===== config.mk =====
export PLATFORM = sky130hd
export DESIGN_NAME = mem_arbiter
export DESIGN_NICKNAME = d
export VERILOG_FILES = /design/src/rtl/mem_arb_pkg.sv /design/src/rtl/mem_arb_pick.sv /design/src/rtl/mem_arbiter.sv
export SDC_FILE = /design/constraint.sdc
export NUM_CORES = 1
export LEC_CHECK = 0
export CORE_AREA = 5 5 141 143
export DETAILED_ROUTE_END_ITERATION = 8
export DIE_AREA = 0 0 146 148
export PLACE_DENSITY = 0.63
export SLEW_MARGIN = 20
export SYNTH_ARGS = -nofsm -noshare
export SYNTH_HDL_FRONTEND = slang
export SYNTH_HIERARCHICAL = 1
export SYNTH_SLANG_ARGS = --single-unit

===== constraint.sdc =====
create_clock -name clk -period 2.1 [get_ports clk]
set_input_delay 0.63 -clock clk [delete_from_list [all_inputs] [get_ports clk]]
set_output_delay 0.63 -clock clk [all_outputs]
set_load 0.05 [all_outputs]

===== src/rtl/mem_arb_pkg.sv =====
// Shared types and constants for the unified-memory arbiter.
package mem_arb_pkg;
  typedef enum logic [1:0] {IDLE, ISSUE, WAIT} arb_state_e;
  typedef enum logic [1:0] {NONE, OWN_IF, OWN_DM} arb_owner_e;
  localparam int STAT_W = 32;
endpackage


===== src/rtl/mem_arb_pick.sv =====
// Combinational IF/DM priority picker: data wins unless the DM streak is exhausted.
module mem_arb_pick
  import mem_arb_pkg::*;
(
  input  logic       if_req,
  input  logic       dm_req,
  input  logic       streak_full,
  output arb_owner_e winner
);
  always_comb begin
    winner = NONE;
    if (dm_req && !(if_req && streak_full)) winner = OWN_DM;
    else if (if_req)                        winner = OWN_IF;
  end
endmodule


===== src/rtl/mem_arbiter.sv =====
// Single-outstanding arbiter sharing one memory port between fetch (IF) and load/store (DM).
// Define MEM_ARB_STATS_EN to build the grant/stall statistics counters.
module mem_arbiter
  import mem_arb_pkg::*;
#(
  parameter int AWIDTH        = 32,
  parameter int DWIDTH        = 32,
  parameter int MAX_DM_STREAK = 4
) (
  input  logic              clk,
  input  logic              reset,
  input  logic              if_req,
  input  logic [AWIDTH-1:0] if_addr,
  output logic              if_gnt,
  output logic              if_rvalid,
  output logic [DWIDTH-1:0] if_rdata,
  input  logic              dm_req,
  input  logic              dm_we,
  input  logic [AWIDTH-1:0] dm_addr,
  input  logic [DWIDTH-1:0] dm_wdata,
  output logic              dm_gnt,
  output logic              dm_rvalid,
  output logic [DWIDTH-1:0] dm_rdata,
  output logic              mem_req,
  output logic              mem_we,
  output logic [AWIDTH-1:0] mem_addr,
  output logic [DWIDTH-1:0] mem_wdata,
  input  logic              mem_ready,
  input  logic              mem_rvalid,
  input  logic [DWIDTH-1:0] mem_rdata,
  output logic [STAT_W-1:0] stat_if_grants,
  output logic [STAT_W-1:0] stat_dm_grants,
  output logic [STAT_W-1:0] stat_stall_cycles
);
  localparam int SW = $clog2(MAX_DM_STREAK + 1);

  arb_state_e    state;
  arb_owner_e    owner;
  arb_owner_e    winner;
  logic [SW-1:0] streak;
  logic          own_we;
  logic          streak_full;
  logic          grant_ok;
  logic          done;

  assign streak_full = (streak == SW'(MAX_DM_STREAK));

  mem_arb_pick u_pick (
    .if_req      (if_req),
    .dm_req      (dm_req),
    .streak_full (streak_full),
    .winner      (winner)
  );

  // Grants and responses are same-cycle handshakes, masked while reset is held.
  assign grant_ok  = !reset && (state == IDLE);
  assign if_gnt    = grant_ok && (winner == OWN_IF);
  assign dm_gnt    = grant_ok && (winner == OWN_DM);
  assign done      = !reset && mem_rvalid &&
                     ((state == WAIT) || ((state == ISSUE) && mem_ready));
  assign if_rvalid = done && (owner == OWN_IF);
  assign dm_rvalid = done && (owner == OWN_DM);
  assign if_rdata  = if_rvalid ? mem_rdata : '0;
  assign dm_rdata  = (dm_rvalid && !own_we) ? mem_rdata : '0;

  always_ff @(posedge clk) begin
    if (reset) begin
      state     <= IDLE;
      owner     <= NONE;
      streak    <= '0;
      own_we    <= 1'b0;
      mem_req   <= 1'b0;
      mem_we    <= 1'b0;
      mem_addr  <= '0;
      mem_wdata <= '0;
    end else begin
      case (state)
        IDLE: begin
          if (winner == OWN_IF) begin
            state     <= ISSUE;
            owner     <= OWN_IF;
            streak    <= '0;
            own_we    <= 1'b0;
            mem_req   <= 1'b1;
            mem_we    <= 1'b0;
            mem_addr  <= if_addr;
            mem_wdata <= '0;
          end else if (winner == OWN_DM) begin
            state     <= ISSUE;
            owner     <= OWN_DM;
            own_we    <= dm_we;
            mem_req   <= 1'b1;
            mem_we    <= dm_we;
            mem_addr  <= dm_addr;
            mem_wdata <= dm_wdata;
            // Streak only grows while fetch is actually being held off.
            if (!if_req)          streak <= '0;
            else if (!streak_full) streak <= streak + SW'(1);
          end
        end
        ISSUE: begin
          if (mem_ready) begin
            mem_req   <= 1'b0;
            mem_we    <= 1'b0;
            mem_addr  <= '0;
            mem_wdata <= '0;
            if (mem_rvalid) begin
              state <= IDLE;
              owner <= NONE;
            end else begin
              state <= WAIT;
            end
          end
        end
        WAIT: begin
          if (mem_rvalid) begin
            state <= IDLE;
            owner <= NONE;
          end
        end
        default: begin
          state <= IDLE;
          owner <= NONE;
        end
      endcase
    end
  end

`ifdef MEM_ARB_STATS_EN
  logic [STAT_W-1:0] if_cnt, dm_cnt, stall_cnt;

  always_ff @(posedge clk) begin
    if (reset) begin
      if_cnt    <= '0;
      dm_cnt    <= '0;
      stall_cnt <= '0;
    end else begin
      if (if_gnt) if_cnt <= if_cnt + STAT_W'(1);
      if (dm_gnt) dm_cnt <= dm_cnt + STAT_W'(1);
      if ((if_req || dm_req) && !(if_gnt || dm_gnt)) stall_cnt <= stall_cnt + STAT_W'(1);
    end
  end

  assign stat_if_grants    = if_cnt;
  assign stat_dm_grants    = dm_cnt;
  assign stat_stall_cycles = stall_cnt;
`else
  assign stat_if_grants    = '0;
  assign stat_dm_grants    = '0;
  assign stat_stall_cycles = '0;
`endif
endmodule


Word level (Yosys, flattened, before mapping)
Index checks and enable logic that the tools add are counted.

Shift operators: 0. Muxes and demuxes: 33. Add/subtract/negate cells: 1. Bitwise logic cells: 0. Equal/unequal tests: 11. Magnitude comparators: 0. Reduce and logical (&&, ||, !) cells: 23. Multiply operators: 0. Div/mod/pow operators: 0.

Operator list (number): 32-bit two-way mux (7); 32-bit one-hot mux with 2 select lines (2); 2-bit two-way mux (10); 3-bit two-way mux (4); 2-bit one-hot mux with 3 select lines (2); 1-bit logical AND (11); 3-bit AND reduction (3); 2-bit by 1-bit equality test with 1-bit output, second input constant (3); 2-bit equality test, second input constant (3); 1-bit two-way mux (6); 2-bit inequality test, second input constant (2); 1-bit one-hot mux with 2 select lines (2); 2-bit AND reduction (2); 2-bit nonzero test (2); 3-bit by 1-bit adder with 3-bit output, second input constant (1); 3-bit equality test, second input constant (1); 1-bit zero test (3); 3-bit by 1-bit inequality test with 1-bit output, second input constant (1); 3-bit inequality test, second input constant (1); 2-bit zero test (1); 1-bit logical OR (1).

Bits in writable memories: 0. Register bits: 74. Logic and storage cells: 76. Bits in read-only memories: 0. Bits in latches: 0. Memories kept: 0.

Depth between registers and ports, before layout
Depth in word-level cells: 9. Gate-level depth with buffers: 13. Depth with buffers taken out: 11.

Hierarchy
The synthesis kept the hierarchy.

Modules (own cells, without submodules): mem_arbiter (area each 4494.3 um^2, cells each 505, sequential area each 1481.4 um^2, instances 1); mem_arb_pick (area each 18.8 um^2, cells each 3, sequential area each 0.0 um^2, instances 1).

Least setup slack after synthesis
OpenSTA, ideal clock, no wires.

Kind: input to output. Start: input port reset. End: output port if_rdata[22]. Path buffers: 1. Data required time: 1.470 ns. Arrival: 2.288 ns. Cell stages on the path: 4. Setup slack: -0.818 ns. Cells stage by stage: nand2b_1 > nor4b_2 > clkbuf_1 > and2_1.

Word-level cells in the longest chain between the ends: 5.

Ends and longest elaborated chain: start: declaration (RTL line mem_arbiter.sv:11) `input logic reset,`; 1-bit zero test (RTL line mem_arbiter.sv:59) `assign done = !reset && mem_rvalid &&`; 1-bit logical AND (2 in a row) (RTL line mem_arbiter.sv:59); 1-bit logical AND (RTL line mem_arbiter.sv:61) `assign if_rvalid = done && (owner == OWN_IF);`; named net if_rvalid (RTL line mem_arbiter.sv:15) `output logic if_rvalid,`; 32-bit two-way mux (RTL line mem_arbiter.sv:63) `assign if_rdata = if_rvalid ? mem_rdata : '0;`; end: declaration (RTL line mem_arbiter.sv:16) `output logic [DWIDTH-1:0] if_rdata,`.

The timed path passes the listed nets, and every way through them passes these cells.

Worst setup path after layout
Start: register state[1]. End: output port if_rdata[15].

Word-level cells in the longest chain between the ends: 6. Elaborated cells on any way between the ends: 7.

Ends and longest elaborated chain: start: declaration (RTL line mem_arbiter.sv:37) `arb_state_e state;`; start signal: assignment (RTL line mem_arbiter.sv:68) `state <= IDLE;`; start signal: assignment (RTL line mem_arbiter.sv:80) `state <= ISSUE;`; start signal: assignment (RTL line mem_arbiter.sv:89) `state <= ISSUE;`; 2-bit by 1-bit equality test with 1-bit output (RTL line mem_arbiter.sv:60) `((state == WAIT) || ((state == ISSUE) && mem_ready));`; 1-bit logical AND (RTL line mem_arbiter.sv:60); 1-bit logical OR (*) (RTL line mem_arbiter.sv:60); 1-bit logical AND (*) (RTL line mem_arbiter.sv:59); 1-bit logical AND (*) (RTL line mem_arbiter.sv:61); 32-bit two-way mux (*) (RTL line mem_arbiter.sv:63).

Mark *: on every way between the ends. The rest lies on a longest branch, timed or not.

==> results.yml <==
outcome:
  outcome: "complete, but fails checks"
  violations: "setup timing"
power:
  switchingPower_mw: 3.29
  power_frac_seq: 0.236
  swShare: 0.430
  power_leakage_nw: 3.95
  total_power_mw: 7.65
  clkPwrFrac: 0.210
  power.density_nw_per_um2: 809
  ir_drop_mv: 0.523
  pwr-share-comb: 0.553
  internal_power_mw: 4.36
timing:
  worst_slack_ns: -0.418
  tightest_slew_ns: 0.608
  maxClockFrequency_mhz: 397
  period_needed_ns: 2.52
  skew_ns: 0.00678
  rsz0062_at_grt: "true"
  slew_violations: 0
  finalCritPeriodShare: 1.20
  setup_viol: 139
  slew_headroom: 0.594
  final_hold_viol_count: 0
worst_setup_path:
  reg2reg_to: "mem_addr[25]"
  cp_max_fo: 8
  end_kind: "output pin"
  cp.required_ns: 1.47
  start_kind: "flip-flop"
  worst-path-buf-inv: 4
  slowest_stage: "dfxtp_2"
  worst-r2r-cell-count: 15
  path_cells: "inv_2, ha_4, a21oi_4, nor4b_4, buf_6, clkbuf_16, and2_4, buf_12"
  r2r-start: "streak[0]"
  cp.depth: 8
  max_stage_delay_ns: 0.34
  path_delay_family: "buffers and inverters"
  r2r_slack_ns: -0.28
  critPathArrivalTime_ns: 1.89
  critical_path_class: "reg -> out"
detailed_routing:
  wl_per_cell_um: 16.7
  drc: 0
  drtIter0Drc: 115
  routed_via_density: 4.28
  antenna_left: 0
  drtPass1Iterations: 4
  wirelength_um: 17900
  num_vias: 4572
yosys:
  yosysWarnings: 6
  syn_area_per_cell_um2: 8.88
  syn_inst: 508
  synth_edf_count: 0
  ys_seq_area_frac: 0.328
  netlist_area_um2: 4510
  async_flop_share: 0
  synthFlopType: "dfxtp_1"
  synth_cell_types: 39
  synth-seq-cells: 74
die:
  fp.coreArea_um2: 18500
  die_x_um: 146
  initial_utilization: 0.245
  die_h_um: 148
  fp-row-count: 50
  ios: 365
  dieArea_um2: 21600
job:
  max_cap_violations: 0
clock_network:
  cts_tree: "yes"
  clock-sinks: 74
  clockBufferDepth: 2
  clk_latency_ns: 0.33
  cts_hold_buf: 0
  cts_max_level: 3
  path_clk_slew_ns: 0.06
  clockRootBuffer: "clkbuf_16"
  cts_buffers: 9
hold_path:
  worst_hold_startpoint: "mem_addr[8]"
  hold_depth: 2
  hp-class: "reg -> reg"
  min_to: "mem_addr[8]"
final_layout:
  final_common_cell: "clkdlybuf4s50_1"
  layout.nets: 972
  fill_cells: 1642
  stdcell_area_um2: 9450
  final_util: 0.512
  layout-drive-gt1-share: 0.472
  syn_to_final_growth_pct: 109
  multi_input_area_um2: 2990
  seqCellArea_um2: 1490
  antenna_cells: 0
  final_cell_mix: "clkdlybuf4s50_1, buf_4, conb_1"
  fin_cells: 1069
global_route:
  first_global_vias: 4514
  track_usage: 0.148
  grt_first_pass_wirelength_um: 25700
  grt_overflow_total: 0
  grt_start_max_net_pins: 46
  antenna_found_initial: 0
  grt_util_met3: 0.0414
  grt_use_met1: 0.177
  use_met2: 0.263
  grt.busiest_layer: "met2"
placed_design:
  port-buffer-count: 268
  placed_area_um2: 8040
  dp_hpwl_um: 12000
  gp_congestion: 0.754
  place_inst: 1008
  post-place-ws_ns: -0.714
Yosys cell counts (all sizes together) (2+ instances only):
cell	number	area, um2
a21boi	2	15.0
a21oi	41	209
a22o	32	280
and2	66	413
and3	2	12.5
buf	112	858
clkbuf	24	92.6
dfxtp	74	1480
ha	7	87.6
inv	8	30.0
mux2	3	33.8
mux2i	34	340
nand2	3	11.3
nand2b	4	25.0
nand4	2	12.5
nor2	2	7.51
nor2b	8	50.1
nor3	6	30.0
o21ai	35	175
or3b	2	17.5
or4	32	240
flip-flops by register name (all words and copies together), names as in the netlist:
register / flops
mem_req: 1
mem_wdata: 32
owner: 2
streak: 3
mem_we: 1
mem_addr: 32
state: 2
own_we: 1
worst min-delay path: cells and delay by family, from the launching register on:
kind	cells	cell delay, ns
AO/OA/AOI/OAI	2	0.10
flip-flops	1	0.32
cells by family (layout without fill, tap and decap cells):
family,count (synthesis),in the layout,synth area share
other,1,96,0.000831
flip-flops,74,74,0.328
AND/OR/NAND/NOR,134,134,0.199
multiplexers,37,37,0.0829
adder cells (fa/ha/maj),7,7,0.0194
buffers and inverters,144,376,0.217
AO/OA/AOI/OAI,111,111,0.152
stage by stage:
stage               hold WS, ns  TNS (ns)
finish                    0.460    -37.41
global route              0.478    -50.10
CTS                       0.466    -33.95
detailed placement        0.456    -84.49
global placement          0.456    -81.56
floorplan                 0.467     -4.85
power by group through the flow:
stage               logic (mW)  registers (mW)  clock network (mW)
floorplan                 1.52            2.55                   0
global placement          3.24            1.79                   0
detailed placement        3.25            1.79                   0
CTS                       4.13            1.80                1.65
global route              4.45            1.84                1.71
finish                    4.23            1.81                1.61
worst max path at each step:
| stage | startpoint | to | slack (ns) |
|---|---|---|---|
| finish | state[1] | if_rdata[15] | -0.42 |
| global route | state[1] | if_rdata[15] | -0.50 |
| CTS | state[1] | if_rdata[1] | -0.40 |
| detailed placement | mem_ready | if_rdata[1] | -0.71 |
| global placement | mem_ready | if_rdata[31] | -0.69 |
| floorplan | reset | if_rdata[22] | -0.19 |
final cells by class:
| type | count | share of cell area |
|---|---|---|
| Clock buffer | 9 | 0.0238 |
| Clock inverter | 7 | 0.00887 |
| Inverter | 8 | 0.00344 |
| Multi-Input combinational cell | 385 | 0.316 |
| Sequential cell | 74 | 0.157 |
| Tap cell | 234 | 0.0310 |
| Timing Repair Buffer | 352 | 0.460 |
layer usage:
layer,vias up,wire [um]
li1,2235,-
met1,2100,7120
met2,217,9080
met3,20,1290
met4,0,392
met5,-,0
repair_timing:
action,in CTS,in global routing
buffers inserted,24,10
endpoints found under the setup margin,137,142
pin swaps,104,38
cloned,14,4
resized for setup,109,50
No activity file was read; power rests on OpenSTA's default activity.
